File: src/rtl/rv32i_pkg.sv
// RV32I class codes, opcodes and per-format immediate packing shared by the
// instruction encoder and its FIFO front end.
package rv32i_pkg;

  typedef enum logic [3:0] {
    CLS_R      = 4'd0,
    CLS_I      = 4'd1,
    CLS_LOAD   = 4'd2,
    CLS_STORE  = 4'd3,
    CLS_BRANCH = 4'd4,
    CLS_JAL    = 4'd5,
    CLS_JALR   = 4'd6,
    CLS_LUI    = 4'd7,
    CLS_AUIPC  = 4'd8
  } cls_e;

  localparam logic [6:0] OP_R      = 7'b0110011;
  localparam logic [6:0] OP_I      = 7'b0010011;
  localparam logic [6:0] OP_LOAD   = 7'b0000011;
  localparam logic [6:0] OP_STORE  = 7'b0100011;
  localparam logic [6:0] OP_BRANCH = 7'b1100011;
  localparam logic [6:0] OP_JAL    = 7'b1101111;
  localparam logic [6:0] OP_JALR   = 7'b1100111;
  localparam logic [6:0] OP_LUI    = 7'b0110111;
  localparam logic [6:0] OP_AUIPC  = 7'b0010111;

  localparam logic [31:0] NOP_WORD = 32'h0000_0013;

  // Each helper places only the immediate bits; all other fields are zero.
  function automatic logic [31:0] pack_i(input logic [11:0] imm);
    return {imm, 20'b0};
  endfunction

  function automatic logic [31:0] pack_s(input logic [11:0] imm);
    return {imm[11:5], 13'b0, imm[4:0], 7'b0};
  endfunction

  function automatic logic [31:0] pack_b(input logic [12:1] imm);
    return {imm[12], imm[10:5], 13'b0, imm[4:1], imm[11], 7'b0};
  endfunction

  function automatic logic [31:0] pack_u(input logic [31:12] imm);
    return {imm, 12'b0};
  endfunction

  function automatic logic [31:0] pack_j(input logic [20:1] imm);
    return {imm[20], imm[10:1], imm[11], imm[19:12], 12'b0};
  endfunction

endpackage

File: src/rtl/instr_fifo.sv
// DEPTH x 32 synchronous FIFO with occupancy count; storage is not reset,
// the read port shows zero while empty.
module instr_fifo #(
  parameter int DEPTH = 4
) (
  input  logic        clk,
  input  logic        rst_n,
  input  logic        wr_en,
  input  logic [31:0] wr_data,
  input  logic        rd_en,
  output logic [31:0] rd_data,
  output logic        full,
  output logic        empty
);

  localparam int PW = $clog2(DEPTH);
  localparam int CW = $clog2(DEPTH + 1);

  logic [31:0]   mem [DEPTH];
  logic [PW-1:0] wr_ptr, rd_ptr;
  logic [CW-1:0] count;
  logic          do_wr, do_rd;

  assign full    = (count == CW'(DEPTH));
  assign empty   = (count == '0);
  assign do_wr   = wr_en & ~full;
  assign do_rd   = rd_en & ~empty;
  assign rd_data = empty ? 32'h0 : mem[rd_ptr];

  always_ff @(posedge clk) begin
    if (do_wr) mem[wr_ptr] <= wr_data;
  end

  always_ff @(posedge clk or negedge rst_n) begin
    if (!rst_n) begin
      wr_ptr <= '0;
      rd_ptr <= '0;
      count  <= '0;
    end else begin
      if (do_wr) wr_ptr <= (wr_ptr == PW'(DEPTH - 1)) ? '0 : wr_ptr + PW'(1);
      if (do_rd) rd_ptr <= (rd_ptr == PW'(DEPTH - 1)) ? '0 : rd_ptr + PW'(1);
      case ({do_wr, do_rd})
        2'b10:   count <= count + CW'(1);
        2'b01:   count <= count - CW'(1);
        default: count <= count;
      endcase
    end
  end

endmodule

File: src/rtl/instr_encoder.sv
// RV32I instruction encoder feeding a word FIFO with a byte-address counter.
// Define INSTR_ENC_CHECK_EN to drop illegal requests and flag them on err/err_cnt.
module instr_encoder
  import rv32i_pkg::*;
#(
  parameter int          DEPTH     = 4,
  parameter logic [31:0] BASE_ADDR = 32'h0000_0000
) (
  input  logic        clk,
  input  logic        rst_n,
  input  logic        in_valid,
  output logic        in_ready,
  input  logic [3:0]  in_class,
  input  logic [2:0]  in_fun3,
  input  logic        in_fun7,
  input  logic [4:0]  in_rd,
  input  logic [4:0]  in_rs1,
  input  logic [4:0]  in_rs2,
  input  logic [31:0] in_imm,
  output logic        out_valid,
  input  logic        out_ready,
  output logic [31:0] out_instr,
  output logic [31:0] out_addr,
  output logic        err,
  output logic [7:0]  err_cnt
);

  logic [31:0] enc_word;
  logic        is_shift;
  logic        accept, wr_en, pop;
  logic        full, empty;

  assign is_shift = (in_fun3 == 3'b001) || (in_fun3 == 3'b101);

  always_comb begin
    enc_word = NOP_WORD;
    case (in_class)
      CLS_R:      enc_word = {1'b0, in_fun7, 5'b0, in_rs2, in_rs1, in_fun3, in_rd, OP_R};
      CLS_I:      enc_word = is_shift
                    ? {1'b0, in_fun7, 5'b0, in_imm[4:0], in_rs1, in_fun3, in_rd, OP_I}
                    : pack_i(in_imm[11:0]) | {12'b0, in_rs1, in_fun3, in_rd, OP_I};
      CLS_LOAD:   enc_word = pack_i(in_imm[11:0]) | {12'b0, in_rs1, in_fun3, in_rd, OP_LOAD};
      CLS_STORE:  enc_word = pack_s(in_imm[11:0]) | {7'b0, in_rs2, in_rs1, in_fun3, 5'b0, OP_STORE};
      CLS_BRANCH: enc_word = pack_b(in_imm[12:1]) | {7'b0, in_rs2, in_rs1, in_fun3, 5'b0, OP_BRANCH};
      CLS_JAL:    enc_word = pack_j(in_imm[20:1]) | {20'b0, in_rd, OP_JAL};
      CLS_JALR:   enc_word = pack_i(in_imm[11:0]) | {12'b0, in_rs1, in_fun3, in_rd, OP_JALR};
      CLS_LUI:    enc_word = pack_u(in_imm[31:12]) | {20'b0, in_rd, OP_LUI};
      CLS_AUIPC:  enc_word = pack_u(in_imm[31:12]) | {20'b0, in_rd, OP_AUIPC};
      default:    enc_word = NOP_WORD;
    endcase
  end

  assign accept = in_valid & in_ready;

`ifdef INSTR_ENC_CHECK_EN
  function automatic logic req_legal(input logic [3:0] cls, input logic [2:0] f3,
                                     input logic f7, input logic [31:0] imm);
    logic ok;
    ok = 1'b1;
    case (cls)
      CLS_R:      if (f7 && !(f3 == 3'b000 || f3 == 3'b101)) ok = 1'b0;
      CLS_I: begin
        if (f7 && f3 != 3'b101) ok = 1'b0;
        if ((f3 == 3'b001 || f3 == 3'b101) && imm[11:5] != 7'b0) ok = 1'b0;
      end
      CLS_LOAD:   if (f3 == 3'b011 || f3 == 3'b110 || f3 == 3'b111) ok = 1'b0;
      CLS_STORE:  if (f3 > 3'b010) ok = 1'b0;
      CLS_BRANCH: if (f3 == 3'b010 || f3 == 3'b011 || imm[0]) ok = 1'b0;
      CLS_JAL:    if (imm[0]) ok = 1'b0;
      CLS_JALR:   if (f3 != 3'b000) ok = 1'b0;
      CLS_LUI, CLS_AUIPC: ok = 1'b1;
      default:    ok = 1'b0;
    endcase
    return ok;
  endfunction

  logic legal;
  assign legal = req_legal(in_class, in_fun3, in_fun7, in_imm);
  assign wr_en = accept & legal;

  // Illegal requests still handshake; they only bump the sticky flag and counter.
  always_ff @(posedge clk or negedge rst_n) begin
    if (!rst_n) begin
      err     <= 1'b0;
      err_cnt <= 8'd0;
    end else if (accept && !legal) begin
      err <= 1'b1;
      if (err_cnt != 8'hFF) err_cnt <= err_cnt + 8'd1;
    end
  end
`else
  assign wr_en   = accept;
  assign err     = 1'b0;
  assign err_cnt = 8'd0;
`endif

  instr_fifo #(.DEPTH(DEPTH)) u_fifo (
    .clk     (clk),
    .rst_n   (rst_n),
    .wr_en   (wr_en),
    .wr_data (enc_word),
    .rd_en   (pop),
    .rd_data (out_instr),
    .full    (full),
    .empty   (empty)
  );

  assign in_ready  = ~full;
  assign out_valid = ~empty;
  assign pop       = out_valid & out_ready;

  always_ff @(posedge clk or negedge rst_n) begin
    if (!rst_n)   out_addr <= BASE_ADDR;
    else if (pop) out_addr <= out_addr + 32'd4;
  end

endmodule
File: config.mk
export PLATFORM = sky130hd
export DESIGN_NAME = instr_encoder
export DESIGN_NICKNAME = d
export VERILOG_FILES = /design/src/rtl/rv32i_pkg.sv /design/src/rtl/instr_fifo.sv /design/src/rtl/instr_encoder.sv
export SDC_FILE = /design/constraint.sdc
export NUM_CORES = 1
export LEC_CHECK = 0
export ABC_AREA = 1
export ABC_CLOCK_PERIOD_IN_PS = 2700
export BUFFER_PORTS_ARGS = -buffer_cell sky130_fd_sc_hd__clkbuf_2
export CAP_MARGIN = 20
export CORE_UTILIZATION = 52
export CTS_BUF_LIST = sky130_fd_sc_hd__clkbuf_4
export CTS_CLUSTER_SIZE = 16
export DETAILED_ROUTE_END_ITERATION = 6
export PLACE_DENSITY = 0.78
export SYNTH_ARGS = -nofsm -noshare
export SYNTH_HDL_FRONTEND = slang
export SYNTH_SLANG_ARGS = --single-unit
File: constraint.sdc
create_clock -name clk -period 2.7 [get_ports clk]
set_clock_uncertainty 0.2 [all_clocks]
set_input_delay 0.27 -clock clk [delete_from_list [all_inputs] [get_ports clk]]
set_output_delay 0.27 -clock clk [all_outputs]
set_load 0.05 [all_outputs]
==> results of run 1 <==
-- state kept, by name, indices dropped and copies added (netlist names) --
| name | count |
|---|---|
| u_fifo.rd_ptr | 2 |
| u_fifo.count | 3 |
| out_addr | 30 |
| u_fifo.wr_ptr | 2 |
| u_fifo.mem | 120 |
-- kinds of logic after synthesis --
family	after synthesis	share of synthesized area
buffers and inverters	94	0.05791
adder cells (fa/ha/maj)	8	0.01456
flip-flops	157	0.6129
XOR/XNOR	18	0.02133
AO/OA/AOI/OAI	124	0.08974
AND/OR/NAND/NOR	359	0.2030
other	1	0.0005075
-- cells in the final DEF (no fill, tap or decap), types with 5 or more instances in the layout --
cell type        n
dfrtp_1         35
nor3_1           7
dlygate4sd3_1   62
ha_1             7
nor2_1         155
conb_1          11
buf_12          28
o21ai_0         73
a21oi_1         34
xor2_1          14
buf_4           16
o21ai_1          7
diode_2          5
clkbuf_2        94
nand4_1         10
nand3_1         31
edfxtp_1       120
nor2_2          10
nand2_1        133
clkbuf_4        18
inv_1           51
-- per-stage QoR --
stage | total power, mW | area (um2) | setup WS (ns) | std cells
6_report | 10.37 | 9514 | 0.1745 | 1152
5_1_grt | 10.87 | 9514 | 0.01738 | 1152
4_1_cts | 10.42 | 9497 | 0.04264 | 1147
3_5_place_dp | 9.007 | 8603 | 0.5572 | 1052
3_3_place_gp | 8.905 | 8603 | 0.6067 | 1052
2_1_floorplan | 6.625 | 7427 | -0.3346 | 771
-- layer usage --
layer  global-route usage  routed length, um  up-vias
li1                     -                  -     2916
met1               0.3243               7425     2819
met2               0.4464               9202      260
met3              0.05545               1154       32
met4               0.1188                420        0
met5                    0                  0        -
-- worst paths after layout --
kind                                     end  slack (ns)  depth (start not counted)             from
max in group asynchronous    u_fifo.count[1]        0.62                          4            rst_n
min reg2reg                     out_addr[31]        0.32                          2     out_addr[31]
min in group asynchronous       out_addr[16]        0.51                          3            rst_n
max                         u_fifo.mem[1][7]        0.17                         10      in_class[3]
max reg2reg                  u_fifo.count[2]        0.55                          8  u_fifo.count[2]
min                        u_fifo.mem[3][20]        0.06                          3        in_imm[0]
-- power by group through the flow --
stage                     clock network [mW]  registers, mW  logic, mW
final                                   1.30           3.32       5.75
after global routing                    1.42           3.36       6.10
after CTS                               1.33           3.31       5.78
after detailed placement                   0           3.39       5.61
after global placement                     0           3.37       5.53
after floorplan                            0           3.48       3.14
-- repair_timing --
action,CTS,global route
hold buffers,62,0
gates resized for setup,2,4
setup buffers,1,0
endpoints found under the hold margin,152,0
endpoints found under the setup margin,11,21
-- layout make-up --
cell class / instances / area [um2] / area share
antenna: 5 / 12.51 / 0.001315
clock buffer: 18 / 135.1 / 0.01420
clock inverter: 14 / 122.6 / 0.01289
inverter: 55 / 206.4 / 0.02170
multi-input combinational: 520 / 2487 / 0.2614
sequential: 157 / 4532 / 0.4763
tap: 180 / 225.2 / 0.02367
timing repair buffer: 203 / 1793 / 0.1885
-- worst register-to-register path: cells and delay by family (launching register included) --
kind,cells,cell delay [ns]
adder cells (fa/ha/maj),2,0.59
AO/OA/AOI/OAI,3,0.56
flip-flops,1,0.37
buffers and inverters,2,0.17
XOR/XNOR,1,0.16
==> results.json, run 1 <==
{
  "status": "finished clean",
  "yosysWarnings": 0,
  "timing.fmax_mhz": 396.0,
  "drt_wl_total_um": 18200,
  "synth_commonest_cells": "159 x nor2_1, 133 x nand2_1, 120 x edfxtp_1",
  "p_int_mw": 5.711,
  "dr.pass1.iters": 4,
  "combPwrFrac": 0.554,
  "nNetsFinal": 1021,
  "vias": 6027,
  "yosys.cell_types.count": 34,
  "gp_congestion": 0.8931,
  "power_frac_seq": 0.320,
  "grt_pass1_wl_um": 28990,
  "worstPathArrival_ns": 2.64,
  "grt_max_degree": 50,
  "synth_area_leaders": "edfxtp_1 49%, dfrtp_1 13%, nor2_1 8.1%, nand2_1 6.8%, o21ai_0 4.9%",
  "cts.sinks": 157,
  "rsz0062_at_grt": "no",
  "drive_gt1_frac": 0.2130,
  "grt_pass1_vias": 5982,
  "critPathKind": "input port to flop",
  "p_sw_mw": 4.660,
  "ant_nets": 0,
  "finalSetupViolCount": 0,
  "dp_hpwl_um": 11970,
  "place.port_buffers": 122,
  "die_h_um": 121.2,
  "peakVddDrop_v": 0.0009439,
  "die_w_um": 121.2,
  "yosysTopAreaCellShare": 0.4876,
  "worstPathCellList": "dlygate4sd3_1 -> clkbuf_2 -> nor2_4 -> nand2_1 -> nand2_1 -> nor2_1 -> o211ai_2 -> nand2_1 -> nand2_1 -> dlygate4sd3_1",
  "wire_per_inst_um": 15.80,
  "worstPathRequired_ns": 2.81,
  "critPathBufInv": 3,
  "io_pins": 134,
  "crit_family": "buffers and inverters",
  "antenna_found_initial": 1,
  "syn-cell-area_um2": 7390,
  "worstHoldPathType": "input port to flop",
  "worstSetupStartpointType": "input port",
  "netlist_instances": 761,
  "synth_ff_type": "edfxtp_1",
  "period_needed_ns": 2.526,
  "area_delta_synth_final_pct": 28.75,
  "pwr-share-clk": 0.126,
  "drt_iter0_markers": 414,
  "dieArea_um2": 14690,
  "tritoncts": "yes",
  "power.density_nw_per_um2": 1090,
  "synth_most_common_cell": "nor2_1",
  "cts_max_path_buffers": 2,
  "ys_ff_latch": 157,
  "clkTransAtPathRegs_ns": 0.13,
  "cts_buffers": 17,
  "crit_top_cell": "nand2_1",
  "drv_cap": 0,
  "vias_per_cell": 5.232,
  "power_leakage_nw": 4.060,
  "clk_latency_ns": 0.55,
  "maxSlewViolCount": 0,
  "start_util": 0.5324,
  "yosysTopAreaCell": "edfxtp_1",
  "synth_edf_count": 120,
  "swShare": 0.4493,
  "cts-root-buf": "clkbuf_4",
  "h-tree-depth": 4,
  "tns_ns": 0,
  "crit_fanout": 10,
  "fin_crit_sh": 0.9354,
  "syn_avg_cell_area_um2": 9.710,
  "synthArstFlopShare": 0.2357,
  "crit_path_top_delay_cell": "dlygate4sd3_1",
  "grt_use_total": 0.2637,
  "core_um2": 13880,
  "fin_util": 0.6854,
  "worstSetupEndpointType": "flop",
  "overflow": 0,
  "nFillCells": 1015,
  "route.detailed.drc": 0,
  "critPathMaxStageDelay_ns": 0.61,
  "core.rowCount": 43,
  "ys_seq_area_frac": 0.6129,
  "hold_slack_ns": 0.05557,
  "timing_hold_violations_final": 0
}
No activity file was read; power rests on OpenSTA's default activity.
==> inputs of run 2 (changes only) <==
ABC_CLOCK_PERIOD_IN_PS = 2500   (was 2700)
CORE_UTILIZATION = 56   (was 52)
PLACE_DENSITY = 0.87   (was 0.78)
clock period = 2.5 ns   (was 2.7 ns; I/O delays follow)
==> run 2 against run 1 <==
The run now ends with setup timing left. Global-route usage rose by 5.3 points. Sequential cell count stayed put. Utilization grew 7.6 points. First-iteration DRC count grew 72%. Clock power increased by 15%. Power up 15%. Cell count fell by 1.3%. Register-to-register slack worse by 0.27 ns. Worst hold slack worse by 0.0073 ns. Non-clock buffer count shrank 2. Sequential power increased by 9.0%. Largest cell class unchanged.
==> results.json, run 2 (synthesis results as in run 1) <==
{
  "status": "complete, but fails checks",
  "cts-root-buf": "clkbuf_4",
  "p_int_mw": 6.490,
  "cts_max_path_buffers": 2,
  "timing_hold_violations_final": 0,
  "drt_wl_total_um": 21260,
  "dieArea_um2": 13660,
  "antenna_found_initial": 0,
  "timing.fmax_mhz": 399.8,
  "rsz0062_at_grt": "yes",
  "h-tree-depth": 4,
  "worst_pin_slew_ns": 0.5625,
  "area_delta_synth_final_pct": 31.00,
  "reg_top3": "u_fifo.mem: 120 flops, out_addr: 30 flops, u_fifo.count: 3 flops",
  "finalSetupViolCount": 1,
  "final_cell_mix": "151 x nor2_1, 130 x nand2_1, 120 x edfxtp_1",
  "grt_pass1_wl_um": 31860,
  "cts.sinks": 157,
  "gp_congestion": 0.8915,
  "wire_per_inst_um": 18.70,
  "worstHoldPathType": "input port to asynchronous set/reset pin",
  "nFillCells": 766,
  "worstSetupEndpointType": "output pin",
  "worstPathRequired_ns": 2.05,
  "grt_use_total": 0.3168,
  "multi_input_area_um2": 2608,
  "peakVddDrop_v": 0.0009617,
  "preCtsSetupSlack_ns": 0.3106,
  "largest_register_ff_count": 120,
  "place.port_buffers": 122,
  "top_register": "u_fifo.mem",
  "grt_max_degree": 63,
  "slew_headroom": 0.6250,
  "die_h_um": 116.9,
  "drv_cap": 0,
  "power.density_nw_per_um2": 1229,
  "drive_gt1_frac": 0.2456,
  "route.detailed.drc": 0,
  "die_w_um": 116.9,
  "dp_hpwl_um": 12140,
  "core.rowCount": 41,
  "seq_area_um2": 4531,
  "p_sw_mw": 5.410,
  "violations": "setup timing",
  "final_common_cell": "nor2_1",
  "vias_per_cell": 5.716,
  "antennaDiodeCount": 0,
  "core_um2": 12720,
  "drt_iter0_markers": 713,
  "overflow": 0,
  "ant_nets": 0,
  "dr.pass1.iters": 6,
  "power_frac_seq": 0.304,
  "period_needed_ns": 2.501,
  "io_pins": 134,
  "nNetsFinal": 1019,
  "grt_pass1_vias": 6258,
  "worstSetupStartpointType": "flop",
  "clk_latency_ns": 0.57,
  "fin_crit_sh": 1.001,
  "maxSlewViolCount": 0,
  "tritoncts": "yes",
  "swShare": 0.4546,
  "cts_buffers": 17,
  "crit_fanout": 31,
  "power_leakage_nw": 4.099,
  "worstPathArrival_ns": 2.05,
  "worst_slack_ns": -0.001376,
  "critPathKind": "flop to output pin",
  "combPwrFrac": 0.571,
  "vias": 6499,
  "start_util": 0.5808,
  "clkTransAtPathRegs_ns": 0.14,
  "pwr-share-clk": 0.125,
  "fin_util": 0.7609
}
==> run 2: final timing paths <==
path,startpoint,to,slack [ns],depth (start not counted)
max in group asynchronous,rst_n,u_fifo.rd_ptr[0],1.68,3
hold / removal,rst_n,out_addr[9],0.05,3
hold reg to reg,out_addr[31],out_addr[31],0.33,2
setup / recovery,u_fifo.rd_ptr[0],out_instr[9],-0.001,6
min in group clk,in_fun3[0],u_fifo.mem[3][12],0.05,3
setup reg to reg,u_fifo.count[2],u_fifo.count[2],0.28,8
==> run 2: per-stage QoR <==
stage	setup TNS [ns]	hold slack (ns)	instance area, um2	total power [mW]	std cells
final	-0.001376	0.04823	9681	11.90	1137
after detailed placement	0	0.1290	8648	9.863	1045
after global placement	0	0.1235	8648	9.677	1045
after global routing	-0.7149	0.04002	9681	12.39	1137
after CTS	-0.007194	0.01236	9524	11.43	1135
after floorplan	0	-0.2456	7442	7.166	771
==> run 2: power by group through the flow <==
stage	registers, mW	clock network, mW	logic (mW)
after floorplan	3.75	0	3.41
after global placement	3.60	0	6.08
after detailed placement	3.63	0	6.23
after CTS	3.58	1.45	6.41
after global routing	3.66	1.59	7.15
final	3.62	1.49	6.80
==> run 2: layer usage <==
| layer | vias to the layer above | part of all wire | track usage |
|---|---|---|---|
| met1 | 3055 | 0.36 | 0.3902 |
| met5 | - | 0 | 0 |
| met4 | 0 | 0.054 | 0.1553 |
| li1 | 2907 | - | - |
| met2 | 432 | 0.50 | 0.5389 |
| met3 | 105 | 0.088 | 0.06231 |
==> run 2: final cells by class <==
type / instances / share of cell area
Timing Repair Buffer: 201 / 0.1915
Inverter: 55 / 0.02184
Tap cell: 172 / 0.02223
Clock buffer: 20 / 0.01551
Sequential cell: 157 / 0.4680
Multi-Input combinational cell: 520 / 0.2694
Clock inverter: 12 / 0.01150
==> run 2: timing repair <==
action | in CTS | in global routing
gates cloned | 0 | 2
hold endpoints to repair | 154 | 0
hold buffers | 58 | 0
gates resized for setup | 9 | 47
pin swaps | 0 | 5
buffers inserted | 0 | 0
setup endpoints to repair | 18 | 101
==> run 2: worst max-delay path, stage by stage, from the launching register on <==
cell and delay, ns:
dfrtp_2 0.51, clkbuf_16 0.27, nor2_1 0.07, nor2_1 0.12
o21ai_1 0.11, a21oi_2 0.25, buf_12 0.17
